**src/rtl/fpu_req_sequencer.sv**
```systemverilog
// Issue-side sequencer for the FPU: accepts one op, holds FPU inputs frozen
// for the selected unit's latency, captures the result and returns it tagged.
module fpu_req_sequencer #(
  parameter int LAT_ADDSUB = 3,
  parameter int LAT_MUL    = 3,
  parameter int LAT_DIV    = 8,
  parameter int TAG_W      = 4
) (
  input  logic             clk,
  input  logic             reset,
  input  logic             req_valid,
  output logic             req_ready,
  input  logic [1:0]       req_op,
  input  logic [31:0]      req_a,
  input  logic [31:0]      req_b,
  input  logic [TAG_W-1:0] req_tag,
  output logic [1:0]       fpu_op_mode,
  output logic [31:0]      fpu_a,
  output logic [31:0]      fpu_b,
  input  logic [31:0]      fpu_result,
  output logic             rsp_valid,
  input  logic             rsp_ready,
  output logic [31:0]      rsp_result,
  output logic [TAG_W-1:0] rsp_tag,
  output logic [1:0]       rsp_op
);

  typedef enum logic [1:0] {IDLE, WAIT, RESP} state_t;

  state_t           state;
  logic [4:0]       cnt;
  logic [1:0]       op_q;
  logic [31:0]      a_q;
  logic [31:0]      b_q;
  logic [TAG_W-1:0] tag_q;
  logic [4:0]       lat_m1;

  // Counter preload: latency of the requested unit minus one
  always_comb begin
    lat_m1 = 5'(LAT_ADDSUB - 1);
    case (req_op)
      2'b10:   lat_m1 = 5'(LAT_MUL - 1);
      2'b11:   lat_m1 = 5'(LAT_DIV - 1);
      default: lat_m1 = 5'(LAT_ADDSUB - 1);
    endcase
  end

  // Ready only in IDLE and never while reset is held
  assign req_ready = reset && (state == IDLE);

  // FPU inputs come straight from the operand registers so they stay frozen
  assign fpu_op_mode = op_q;
  assign fpu_a       = a_q;
  assign fpu_b       = b_q;

  // Sequencer FSM: accept, wait out the pipeline, capture, hand off response
  always_ff @(posedge clk) begin
    if (!reset) begin
      state      <= IDLE;
      cnt        <= '0;
      op_q       <= '0;
      a_q        <= '0;
      b_q        <= '0;
      tag_q      <= '0;
      rsp_valid  <= 1'b0;
      rsp_result <= '0;
      rsp_tag    <= '0;
      rsp_op     <= '0;
    end else begin
      case (state)
        IDLE: begin
          if (req_valid) begin
            op_q  <= req_op;
            a_q   <= req_a;
            b_q   <= req_b;
            tag_q <= req_tag;
            cnt   <= lat_m1;
            state <= WAIT;
          end
        end
        WAIT: begin
          if (cnt == 5'd0) begin
            rsp_result <= fpu_result;
            rsp_tag    <= tag_q;
            rsp_op     <= op_q;
            rsp_valid  <= 1'b1;
            state      <= RESP;
          end else begin
            cnt <= cnt - 5'd1;
          end
        end
        RESP: begin
          if (rsp_valid && rsp_ready) begin
            rsp_valid <= 1'b0;
            state     <= IDLE;
          end
        end
        default: state <= IDLE;
      endcase
    end
  end

endmodule
```
**config.mk**
```make
export PLATFORM = sky130hd
export DESIGN_NAME = fpu_req_sequencer
export DESIGN_NICKNAME = d
export VERILOG_FILES = /design/src/rtl/fpu_req_sequencer.sv
export SDC_FILE = /design/constraint.sdc
export NUM_CORES = 1
export LEC_CHECK = 0
export ABC_AREA = 1
export ABC_CLOCK_PERIOD_IN_PS = 2200
export BUFFER_PORTS_ARGS = -buffer_cell sky130_fd_sc_hd__buf_2
export CAP_MARGIN = 30
export CORE_MARGIN = 10
export CORE_UTILIZATION = 50
export CTS_BUF_LIST = sky130_fd_sc_hd__clkbuf_4 sky130_fd_sc_hd__clkbuf_8
export CTS_CLUSTER_DIAMETER = 100
export DETAILED_ROUTE_END_ITERATION = 12
export PLACE_DENSITY = 0.88
export SLEW_MARGIN = 20
export SYNTH_ARGS = -nofsm -noshare
export SYNTH_HDL_FRONTEND = slang
export SYNTH_SLANG_ARGS = --single-unit
```
**constraint.sdc**
```tcl
create_clock -name clk -period 2.2 [get_ports clk]
set_input_delay 0.22 -clock clk [delete_from_list [all_inputs] [get_ports clk]]
set_output_delay 0.22 -clock clk [all_outputs]
set_load 0.1 [all_outputs]
```
**Yosys cells after proc, flatten, opt, wreduce, memory -nomap -nowiden**

Cells that the tools add are included.

- Reductions and logical operators: 11
- Add/subtract/negate cells: 1
- Multiplexer cells: 11
- Eq/ne operators: 7

Operators with widths:

| cell | number |
|---|---|
| $mux 5 | 2 |
| $pmux 5 s2 | 1 |
| $reduce_and 3->1 | 3 |
| $ne 2x2->1 const B | 4 |
| $mux 2 | 3 |
| $pmux 2 s3 | 1 |
| $logic_not 5->1 | 1 |
| $sub 5x1->5 const B | 1 |
| $eq 2x2->1 const B | 2 |
| $reduce_and 2->1 | 2 |
| $reduce_bool 2->1 | 2 |
| $mux 3 | 1 |
| $eq 2x1->1 const B | 1 |
| $logic_and 1x1->1 | 2 |
| $logic_not 2->1 | 1 |
| $mux 1 | 2 |
| $pmux 1 s2 | 1 |

- Input port bits: 106
- Flip-flop bits (word level): 116
- Output and inout port bits: 106

**Depth between registers and ports, before layout**

- Word-level depth: 4
- Gate-level depth with buffers: 9
- Mapped depth without buffers: 9

**Worst setup path before layout**

Ideal clock, no wire load.

- Kind: input-to-output
- Start point: input port reset
- End point: output port req_ready
- Data arrival time: 1720 ps
- Required time: 1980 ps
- Stages: 3
- Path slack: 260 ps
- Buffers on the path: 1
- Cell sequence: buf_2 > inv_1 > nor2_1

- Longest elaborated chain between the ends: 1

RTL lines:

| element | RTL line | RTL |
|---|---|---|
| from (decl) | 10 | `input logic reset,` |
| $logic_and 1x1->1 | 49 | `assign req_ready = reset && (state == IDLE);` |
| to (decl) | 12 | `output logic req_ready,` |

No other way between the ends.

**Worst setup path in the final report**

- Start point: register cnt[0]
- End point: register rsp_result[19]

- Longest elaborated chain between the ends: 2

RTL lines:

| element | RTL line | RTL |
|---|---|---|
| from (decl) | 31 | `logic [4:0] cnt;` |
| from (signal assigned) | 77 | `cnt <= lat_m1;` |
| from (signal assigned) | 89 | `cnt <= cnt - 5'd1;` |
| $logic_not 5->1 | 82 | `if (cnt == 5'd0) begin` |
| $reduce_and 2->1 (no line) | - |  |
| to (signal assigned) | 83 | `rsp_result <= fpu_result;` |
| to (decl) | 23 | `output logic [31:0] rsp_result,` |

No other way between the ends.
A chain may end at the register's enable or synchronous reset.

==> impl_metrics.tcl <==
set metrics [dict create \
    initial_core_util 0.507 \
    multiInputGateArea_sq_um 1600 \
    drive_gt1_frac 0.340 \
    track_usage 0.195 \
    worst_pin_slew_ps 620 \
    clk_latency_ps 410 \
    fin_crit_sh 0.735 \
    design_area_sq_um 5650 \
    htree_levels 4 \
    drc 0 \
    worstPathRequired_ps 2530 \
    synth-async-reset-ratio 0 \
    endpoint_kind "flop" \
    postSynthCellCount 535 \
    coreArea_sq_um 8130 \
    wl_um 12500 \
    cts_hold_buf 0 \
    ys_seq_elements 116 \
    status "completed" \
    setup_tns_ps 0 \
    synth-seq-area-share 0.563 \
    crit_family "buffers and inverters" \
    clk_pin_slew_ps 70 \
    ant_nets 0 \
    drtIter0Drc 234 \
    cts.sinks 116 \
    synth_area_sq_um 4120 \
    grt_overflow 0 \
    area_growth_syn_to_layout_pct 37.0 \
    leakage_nw 2.79 \
    synth_most_common_cell "nor2_1" \
    fill_cells 663 \
    antennaDiodeCount 0 \
    ys_top_cells_by_area "dfxtp_1 (56%), nor2_1 (21%), o21ai_0 (13%), clkbuf_1 (2.0%), nand2_1 (1.7%)" \
    fin_hold_ws_ps 53.3 \
    power_frac_comb 0.394 \
    hold_viol_final 0 \
    synth_top_area_share 0.563 \
    placed_cell_area_sq_um 5230 \
    finalClockSkew_ps 17.9 \
    power.internal_mw 4.06 \
    vias_per_cell 4.82 \
    synth_edf_count 0 \
    p_switching_mw 3.47 \
    post_cts_buffers 0 \
    antenna_found_initial 0 \
    dpl.hpwl_um 9070 \
    slowest_stage "inv_2" \
    cp_max_fo 38 \
    crit_type "reg -> reg" \
    wl_met1_um 4750 \
    fmax_mhz 618 \
    crit_chain "inv_1 > ha_1 > nand4_4 > inv_2 > nor2_1 > nor2_1" \
    sw_frac_of_total 0.461 \
    numCtsBuffers 17 \
    rows 33 \
    cp_common_cell "nor2_1" \
    cts_resized 0 \
    synth_warnings 0 \
    synthDistinctLibCells 16 \
    synthTopCellsByCount "nor2_1 (227), dfxtp_1 (116), o21ai_0 (110), clkbuf_1 (22), nand2_1 (19)" \
    finalPower_mw 7.53 \
    dr.pass1.iters 4 \
    post_drt_wl_per_cell_um 14.7 \
    setup_viol 0 \
    place_congestion 0.802 \
    met3_length_um 1670 \
    ff_latch_area_sq_um 2320 \
    rsz0062_at_grt "no" \
    ys.flop_type "dfxtp_1" \
    tritoncts "yes" \
    syn_nets 642 \
    arrival_ps 1950 \
    nNetsFinal 841 \
    die_area_sq_um 12300 \
    io_pins 212 \
    vias 4104 \
    avgSynthCellArea_sq_um 7.71 \
    min_period_ps 1620 \
    maxSlewViolCount 0 \
    die_h_um 111 \
    cts_buffer_depth 2 \
    cp_num_buf_inv 2 \
    startpoint_type "flop" \
    final_core_utilization 0.695 \
    grt_pass1_wl_um 19800 \
    grt_max_degree 114 \
    io_buffers 211 \
    cts_root_buffer "clkbuf_8" \
    synth_top_area_cell "dfxtp_1" \
    met2_length_um 5820 \
    worstHoldPathType "in -> reg" \
    max_stage_delay_ps 480 \
    clkPwrFrac 0.270 \
    power.share.sequential 0.336 \
    p_per_area_nw_per_um2 1330 \
    dieWidth_um 111 \
    relSlewSlack 0.586 \
    highest_layer "met4" \
    drv_cap 0 \
    grt_pass1_vias 3992 \
    ir_worst_vdd_uv 694 \
]
cell type report:
type / count / area share
Clock buffer: 20 / 0.0465
Sequential cell: 116 / 0.411
Multi-Input combinational cell: 373 / 0.283
Inverter: 11 / 0.00731
Tap cell: 105 / 0.0233
Timing Repair Buffer: 215 / 0.202
Clock inverter: 12 / 0.0275
state kept, by name (all words and copies together) (netlist names):
| register | cells |
|---|---|
| cnt | 5 |
| fpu_a | 32 |
| fpu_b | 32 |
| fpu_op_mode | 2 |
| rsp_op | 2 |
| rsp_result | 32 |
| rsp_tag | 4 |
| rsp_valid | 1 |
| state | 2 |
| tag_q | 4 |
power groups by stage:
stage | Clock (mW) | Sequential, mW | Combinational [mW]
after global routing | 2.18 | 2.56 | 3.14
after detailed placement | 0 | 2.57 | 2.98
after floorplan | 0 | 4.38 | 0.648
after CTS | 2.08 | 2.53 | 2.98
final | 2.03 | 2.53 | 2.97
after global placement | 0 | 2.56 | 2.93
worst register-to-register path: stages, from the launching register on:
cell and delay, ps:
dfxtp_1 300, inv_1 130, ha_1 280, nand4_4 120
inv_2 480, nor2_1 100, nor2_1 130
path summary, 6_finish.rpt:
check                           cells after the start  startpoint             end  slack, ps
worst max-delay path                                6      cnt[0]  rsp_result[19]        580
worst min-delay path                                3   req_a[18]       fpu_a[18]         50
worst max register to register                      6      cnt[0]  rsp_result[19]        580
worst min register to register                      2   rsp_op[1]       rsp_op[1]        480
stage by stage:
step / worst slack (ps) / cells
after detailed placement: 612 / 820
after global placement: 705 / 820
after floorplan: 260 / 535
final: 583 / 852
after global routing: 456 / 852
after CTS: 578 / 852
logic make-up after synthesis:
family                     share of synthesized area
and+or+nand+nor                                0.241
buffers and inverters                         0.0504
AOI/OAI and AO/OA                              0.143
adders and majority gates                    0.00303
DFF                                            0.563
routing by layer:
layer	vias to the layer above	GRT usage
li1	2104	-
met1	1794	0.205
met2	190	0.306
met3	16	0.122
met4	0	0.0790
met5	-	0
cells in the final DEF (no fill, tap or decap), drive strengths merged:
cell type | Yosys | final
and3 | 1 | 1
bufinv | 0 | 3
o21ai | 110 | 110
a21oi | 6 | 6
ha | 1 | 1
nand3 | 6 | 6
clkbuf | 22 | 20
clkinv | 0 | 3
dfxtp | 116 | 116
clkinvlp | 0 | 5
nand2 | 19 | 19
buf | 13 | 215
nor2 | 228 | 228
inv | 11 | 12
o31ai | 1 | 1
nand4 | 1 | 1
Power figures use the tool's default switching activity.
